<file path="src/rtl/univ_reg_pkg.sv">
// Shared types for the universal register bank: operation codes applied to one channel.
package univ_reg_pkg;

  typedef enum logic [2:0] {
    HOLD = 3'b000,
    LOAD = 3'b001,
    SHL  = 3'b010,
    SHR  = 3'b011,
    ROL  = 3'b100,
    ROR  = 3'b101,
    INC  = 3'b110,
    DEC  = 3'b111
  } mode_t;

endpackage

</file>
<file path="src/rtl/univ_reg_slice.sv">
// One WIDTH-bit channel of the register bank. carry_out is the carry the selected
// operation would produce this cycle; the top level captures it on acceptance.
module univ_reg_slice
  import univ_reg_pkg::*;
#(
  parameter int WIDTH = 4
) (
  input  logic             Clock,
  input  logic             clear,
  input  logic             op_en,
  input  mode_t            mode,
  input  logic [WIDTH-1:0] data,
  input  logic             serial_in,
  output logic [WIDTH-1:0] q,
  output logic             carry_out
);

  logic [WIDTH-1:0] q_r;
  logic [WIDTH-1:0] next_s;

  // Next value and carry for the requested operation on the current contents.
  always_comb begin
    next_s    = q_r;
    carry_out = 1'b0;
    case (mode)
      HOLD: begin
        next_s    = q_r;
        carry_out = 1'b0;
      end
      LOAD: begin
        next_s    = data;
        carry_out = 1'b0;
      end
      SHL: begin
        next_s    = {q_r[WIDTH-2:0], serial_in};
        carry_out = q_r[WIDTH-1];
      end
      SHR: begin
        next_s    = {serial_in, q_r[WIDTH-1:1]};
        carry_out = q_r[0];
      end
      ROL: begin
        next_s    = {q_r[WIDTH-2:0], q_r[WIDTH-1]};
        carry_out = q_r[WIDTH-1];
      end
      ROR: begin
        next_s    = {q_r[0], q_r[WIDTH-1:1]};
        carry_out = q_r[0];
      end
      INC: begin
        {carry_out, next_s} = {1'b0, q_r} + {{WIDTH{1'b0}}, 1'b1};
      end
      DEC: begin
        next_s    = q_r - {{(WIDTH-1){1'b0}}, 1'b1};
        carry_out = (q_r == {WIDTH{1'b0}});
      end
      default: begin
        next_s    = q_r;
        carry_out = 1'b0;
      end
    endcase
  end

  // Channel storage: clear has priority over an accepted operation.
  always_ff @(posedge Clock) begin
    if (clear) begin
      q_r <= {WIDTH{1'b0}};
    end else if (op_en) begin
      q_r <= next_s;
    end else begin
      q_r <= q_r;
    end
  end

  assign q = q_r;

endmodule

</file>
<file path="src/rtl/univ_reg_bank.sv">
// Multi-channel universal register bank: per-channel load/shift/rotate/inc/dec with
// a shared carry flag and one-cycle Done/Err pulses. Enable low clears everything.
module univ_reg_bank
  import univ_reg_pkg::*;
#(
  parameter int WIDTH    = 4,
  parameter int CHANNELS = 4
) (
  input  logic                         Clock,
  input  logic                         Reset,
  input  logic                         Enable,
  input  logic                         Strobe,
  input  logic [$clog2(CHANNELS)-1:0]  Sel,
  input  logic [2:0]                   Mode,
  input  logic [WIDTH-1:0]             Data,
  input  logic                         SerialIn,
  output logic [CHANNELS*WIDTH-1:0]    Q,
  output logic                         Carry,
  output logic                         Done,
  output logic                         Err
);

  localparam int SEL_W = $clog2(CHANNELS);
  localparam logic [SEL_W:0] NCH = (SEL_W + 1)'(CHANNELS);

  logic                clear_s;
  logic                sel_ok_s;
  logic [CHANNELS-1:0] op_en_s;
  logic [CHANNELS-1:0] carry_s;
  logic                carry_sel_s;
  logic                carry_r;
  logic                done_r;
  logic                err_r;

  assign clear_s  = Reset | ~Enable;
  // Only reachable as false when CHANNELS is not a power of two.
  assign sel_ok_s = ({1'b0, Sel} < NCH);

  // Channel decode and carry selection for the addressed channel.
  always_comb begin
    op_en_s     = {CHANNELS{1'b0}};
    carry_sel_s = 1'b0;
    for (int i = 0; i < CHANNELS; i++) begin
      if (Sel == SEL_W'(i)) begin
        op_en_s[i]  = Strobe;
        carry_sel_s = carry_s[i];
      end else begin
        op_en_s[i]  = 1'b0;
      end
    end
  end

  for (genvar g = 0; g < CHANNELS; g++) begin : g_ch
    univ_reg_slice #(.WIDTH(WIDTH)) u_slice (
      .Clock     (Clock),
      .clear     (clear_s),
      .op_en     (op_en_s[g]),
      .mode      (mode_t'(Mode)),
      .data      (Data),
      .serial_in (SerialIn),
      .q         (Q[g*WIDTH +: WIDTH]),
      .carry_out (carry_s[g])
    );
  end

  // Status flags: Carry holds unless an op is accepted or state is cleared.
  always_ff @(posedge Clock) begin
    if (clear_s) begin
      carry_r <= 1'b0;
      done_r  <= 1'b0;
      err_r   <= 1'b0;
    end else if (Strobe && sel_ok_s) begin
      carry_r <= carry_sel_s;
      done_r  <= 1'b1;
      err_r   <= 1'b0;
    end else if (Strobe) begin
      carry_r <= carry_r;
      done_r  <= 1'b0;
      err_r   <= 1'b1;
    end else begin
      carry_r <= carry_r;
      done_r  <= 1'b0;
      err_r   <= 1'b0;
    end
  end

  assign Carry = carry_r;
  assign Done  = done_r;
  assign Err   = err_r;

endmodule

</file>
<file path="config.mk">
export PLATFORM = sky130hd
export DESIGN_NAME = univ_reg_bank
export DESIGN_NICKNAME = d
export VERILOG_FILES = /design/src/rtl/univ_reg_pkg.sv /design/src/rtl/univ_reg_slice.sv /design/src/rtl/univ_reg_bank.sv
export SDC_FILE = /design/constraint.sdc
export NUM_CORES = 1
export LEC_CHECK = 0
export ABC_AREA = 1
export CORE_MARGIN = 8
export CORE_UTILIZATION = 59
export CTS_BUF_LIST = sky130_fd_sc_hd__clkbuf_8
export DETAILED_ROUTE_END_ITERATION = 8
export PLACE_DENSITY_LB_ADDON = 0.3
export SLEW_MARGIN = 20
export SYNTH_ARGS = -nofsm -noshare
export SYNTH_HDL_FRONTEND = slang
export SYNTH_SLANG_ARGS = --single-unit
</file>
<file path="constraint.sdc">
create_clock -name Clock -period 2.4 [get_ports Clock]
set_clock_uncertainty 0.15 [all_clocks]
set_input_delay 0.24 -clock Clock [delete_from_list [all_inputs] [get_ports Clock]]
set_output_delay 0.24 -clock Clock [all_outputs]
set_load 0.02 [all_outputs]
</file>
* Word-level counts from Yosys, hierarchy flattened
Index checks and enable logic that the tools add are counted.
** Operators by class
- Add/sub/neg operators :: 8
- Multiply operators :: 0
- Div/mod/pow operators :: 0
- $lt $le $gt $ge :: 0
- Eq/ne operators :: 10
- Shifts and indexed selects :: 0
- Muxes and demuxes :: 17
- Bitwise gates (word level) :: 3
- Reduce and logical (&&, ||, !) cells :: 13
** Operator list (count)
- $pmux W4 S7 :: 4
- $add A4 B1 Y5 const B :: 4
- $pmux W1 S5 :: 4
- $logic_not A4 Y1 :: 4
- $sub A4 B1 Y4 const B :: 4
- $eq A3 B3 Y1 const B :: 4
- $mux W1 :: 9
- $reduce_and A2 Y1 :: 4
- $eq A3 B2 Y1 const B :: 2
- $reduce_or A2 Y1 :: 3
- $eq A2 B2 Y1 const B :: 2
- $eq A3 B1 Y1 const B :: 1
- $logic_not A3 Y1 :: 1
- $eq A2 B1 Y1 const B :: 1
- $logic_not A2 Y1 :: 1
- $not A1 Y1 :: 2
- $or A1 B1 Y1 :: 1
** Storage, ports and cells
- Register bits after elaboration :: 18
- Bits in latches :: 0
- RAM bits :: 0
- Bits in read-only memories :: 0
- Bits of input ports :: 14
- Output and inout port bits :: 19
- Logic and storage cells :: 57
- Memories kept :: 0

* Logic depth before layout (Yosys ltp)
- Word-level depth :: 7
- Depth in mapped cells :: 11
- Gate-level depth less buffers :: 10

* Hierarchy
Synthesis repeated with hierarchy kept, for this count alone.
** Second synthesis, totals
- Cells, all modules :: 429
- Area total of the unflattened synthesis :: 2313.5 sq um
** By module, submodules not included
- univ_reg_slice :: instances 4, cells an instance 101, area each 543.0 sq um, seq. area each 80.1 sq um
- univ_reg_bank :: instances 1, cells an instance 25, area each 141.4 sq um, seq. area each 40.0 sq um

* Least setup slack after synthesis
Ideal clock, no wire load.
- Path kind :: reg2reg
- Start point :: register g_ch[3].u_slice.q_r[0]
- End point :: register g_ch[3].u_slice.q_r[2]
- Setup time :: 0.056 ns
- Arrival :: 1.494 ns
- Required time :: 2.194 ns
- Path slack :: 0.699 ns
- Stages on the path, launching flop included :: 9
- Buffers on the path :: 0
- Period minus slack after synthesis :: 1.701 ns
- Path through :: dfxtp_1 inv_1 ha_1 or2_2 a21oi_1 nor2_1 o211ai_1 o21ai_1 inv_1
** Between the ends
- Word-level cells in the longest chain between the ends :: 2
- Elaborated cells on any way between the ends :: 3
- Those cells by class :: add/sub: 2; mux: 1
** RTL lines
- start, declared :: RTL line univ_reg_slice.sv:18 : logic [WIDTH-1:0] q_r;
- start signal, assigned :: RTL line univ_reg_slice.sv:67 : q_r <= {WIDTH{1'b0}};
- start signal, assigned :: RTL line univ_reg_slice.sv:69 : q_r <= next_s;
- start signal, assigned :: RTL line univ_reg_slice.sv:71 : q_r <= q_r;
- $sub A4 B1 Y4 or $add A4 B1 Y5 (tied branches) :: RTL line univ_reg_slice.sv:54, univ_reg_slice.sv:51
- $pmux W4 S7 (*) :: RTL line univ_reg_slice.sv:25 : case (mode)
Every way passes the cells marked *; elsewhere a longest branch is shown, timed or not.
A chain may end at the register's enable or synchronous reset.

* Worst setup path after layout
- Start point :: input Mode[1]
- End point :: register carry_r, in the netlist Carry
** Between the ends
- Word-level cells in the longest chain between the ends :: 7
- Elaborated cells on any way between the ends :: 19
- Those cells by class :: eq/ne: 7; mux: 8; reduce/logical: 4
** RTL lines
- start, declared :: RTL line univ_reg_bank.sv:14 : input logic [2:0] Mode,
- $eq A3 B2 Y1 (tied with other cells) :: RTL line univ_reg_slice.sv:25
- $reduce_or A2 Y1 (no line)
- $pmux W1 S5 :: RTL line univ_reg_slice.sv:25
- $mux W1 (3 in series) :: RTL line univ_reg_bank.sv:44 : if (Sel == SEL_W'(i)) begin
- $mux W1 (*) :: RTL line univ_reg_bank.sv:44
- end signal, assigned :: RTL line univ_reg_bank.sv:73 : carry_r <= carry_sel_s;
- end signal, assigned :: RTL line univ_reg_bank.sv:77 : carry_r <= carry_r;
- end signal, assigned :: RTL line univ_reg_bank.sv:81 : carry_r <= carry_r;
- end, declared :: RTL line univ_reg_bank.sv:31 : logic carry_r;
Marks and branches as above.

==> flow_summary.yaml <==
power:
  powerDensity_nw_per_um2: 357
  combPwrFrac_pct: 24.9
  p_sw_mw: 0.251
  p_leak_nw: 0.909
  seqPwrFrac_pct: 40.9
  power.share.switching_pct: 32.2
  peakVddDrop_uv: 280
  internal-power_mw: 0.529
  clockPowerShare_pct: 34.2
logic_synthesis:
  syn_nets: 322
  synth_compound_area_share_pct: 22.0
  synth-main-ff-cell: "dfxtp_1"
  synth_top_area_share_pct: 20.0
  synth-adder-area-share_pct: 7.65
  synthMuxAreaShare_pct: 0
  synthDistinctLibCells: 32
  synthArstFlopShare_pct: 0
  synth_xor_area_share_pct: 2.44
  synth.avg_cell_area_um2: 6.05
  synth_common_cells: "nand2_1 (55), nor2_1 (46), inv_1 (39)"
  synthSimpleGateAreaFrac_pct: 35.4
  synth.area.top_cells: "dfxtp_1 (20%), nand2_1 (11%), nor2_1 (9.6%), inv_1 (8.1%), o21ai_0 (7.8%)"
  synth_edf_count: 0
  synth_top_cell_by_area: "dfxtp_1"
  synthesis.area_um2: 1800
  synth_most_common_cell: "nand2_1"
  yosysWarnings: 0
  synthCells: 297
  synth_top_family_by_area: "simple AND/OR/NAND/NOR gates"
  synth_seq_cells: 18
  yosysSeqAreaShare_pct: 20.0
timing:
  period_share_pct: 80.9
  drv_slew: 0
  fin_setup_tns_ns: 0
  fin_crit_ns: 1.94
  grt_setup_unrepaired: "false"
  hold_viol: 0
  max_freq_mhz: 515
  hold_slack_ns: 0.434
  setup_violations: 0
setup_path:
  r2r-end: "g_ch[1].u_slice.q[2]"
  cp_slowest_cell: "clkdlybuf4s50_1"
  path_buf_inv: 2
  crit_fanout: 16
  worstSetupStartpointType: "primary input"
  cp.required_ns: 2.41
  worstPathCellList: "clkdlybuf4s50_1, buf_4, nor2_4, nand2_1, nand2_2, nand2_1, nand3_1, nand2_1, nand3_1, nor2_1, nor2_1"
  crit_family: "simple AND/OR/NAND/NOR gates"
  max_stage_delay_ns: 0.62
  reg2reg_from: "g_ch[1].u_slice.q[0]"
  r2r_cells: 8
  crit_path_end_kind: "flop"
  cp_common_cell: "nand2_1"
  crit_arrival_ns: 1.95
  r2r_slack_ns: 0.65
  crit_type: "primary input to flop"
global_route:
  grt_max_degree: 17
  grt_first_pass_wirelength_um: 8930
  grt_use_total_pct: 21.5
  overflow: 0
  antenna_found_initial: 0
  grt_pass1_vias: 1905
worst_hold_path:
  hold_start: "Carry"
  hold_depth: 2
  hold_end: "Carry"
  hold_path.class: "flop to flop"
final_layout:
  fin_nets: 355
  drive_above_1_share_pct: 6.99
  diodes: 0
  final_util_pct: 73.3
  stdcell_count: 362
  fillers: 265
  syn2layout_area_growth_pct: 21.4
  fin_area_um2: 2180
clock_network:
  root_buffer: "clkbuf_8"
  cts_buffers: 3
  cts_tree: "built"
  cts_setup_buffers: 0
  clock_path_buffers: 2
  ctsResizeCount: 0
  clock_latency_ns: 0.26
  h-tree-depth: 1
  ctsHoldBuffers: 0
  clkTransAtPathRegs_ns: 0.08
  clock_sinks: 18
floorplanning:
  initial_core_util_pct: 60.4
  pin_count: 33
  die_h_um: 71.2
  fp.dieW_um: 71.2
  rows: 20
  core_um2: 2980
  die_area_um2: 5070
route:
  first_pass_iters: 5
  drc: 0
  vias_per_cell: 5.84
  vias: 2115
  drt_iter0_markers: 224
  drtAntennaViolNets: 0
  detail_route.wl_per_cell_um: 15.0
  wl_um: 5430
place:
  portBuffers: 31
  place_hpwl_um: 4030
  gp_congestion: 0.982
  placed_cells: 358
  placed_cell_area_um2: 2130
outcome:
  status: "finished, final reports clean"
flow_run:
  max-cap-violations: 0
metal layers:
metal  up-vias  part of all wire [%]  global-route usage, %
met1       945                    40                   25.3
met2       107                    48                   35.6
met5         -                     0                      0
met3        18                   9.6                   3.95
li1       1045                     -                      -
met4         0                   3.1                   11.5
cell families after synthesis:
logic type,count (synthesis)
other,1
xor gates and xnor gates,5
DFF,18
buffers and inverters,51
and+or+nand+nor,143
adders and majority gates,11
AOI/OAI and AO/OA,68
per-stage QoR:
step / setup WS (ns) / power, mW
after floorplan: 0.699 / 0.445
after CTS: 0.474 / 0.775
final: 0.458 / 0.780
after global placement: 0.270 / 0.513
after global routing: 0.294 / 0.809
after detailed placement: 0.202 / 0.516
registers in the layout, summed over array words and instances (netlist names):
register,cells
Done,1
g_ch.u_slice.q,16
Carry,1
tightest hold or removal path: stages, from the launching register on:
cell and delay (ns):
dfxtp_1 0.36, o21ai_0 0.10, nor2_1 0.10
layout by cell type, fill, tap and decap left out, types with 4 or more instances in the layout:
master / instances
o211ai_1: 4
inv_1: 39
a41oi_1: 4
a21oi_1: 17
nand2_1: 55
o21ai_0: 28
buf_4: 5
o31ai_1: 4
nand3_1: 26
clkdlybuf4s50_1: 31
xnor2_1: 5
ha_1: 11
dfxtp_1: 18
nand4_1: 5
nor2_1: 46
clkbuf_8: 4
how the worst max path moves through the flow:
stage	from	end	slack (ns)	cells after the start
after floorplan	g_ch[3].u_slice.q[0]	g_ch[3].u_slice.q[2]	0.70	8
after global placement	Mode[1]	Carry	0.27	11
after detailed placement	Mode[1]	Carry	0.20	11
after CTS	Mode[1]	Carry	0.47	11
after global routing	Mode[1]	Carry	0.29	11
final	Mode[1]	Carry	0.46	11
cell type report:
class,instances,area [µm²],area share (%)
inverter,43,161,7.40
multi-input combinational,228,1220,55.7
timing repair buffer,36,348,15.9
clock buffer,4,55.1,2.52
sequential,18,360,16.5
tap,33,41.3,1.89
power by group through the flow:
stage          registers [mW]  clock network, mW  logic, mW
2_1_floorplan           0.329                  0      0.116
5_1_grt                 0.320              0.276      0.213
3_5_place_dp            0.326                  0      0.190
4_1_cts                 0.319              0.266      0.191
3_3_place_gp            0.326                  0      0.187
6_report                0.319              0.267      0.194
No activity file was read; power rests on OpenSTA's default activity.
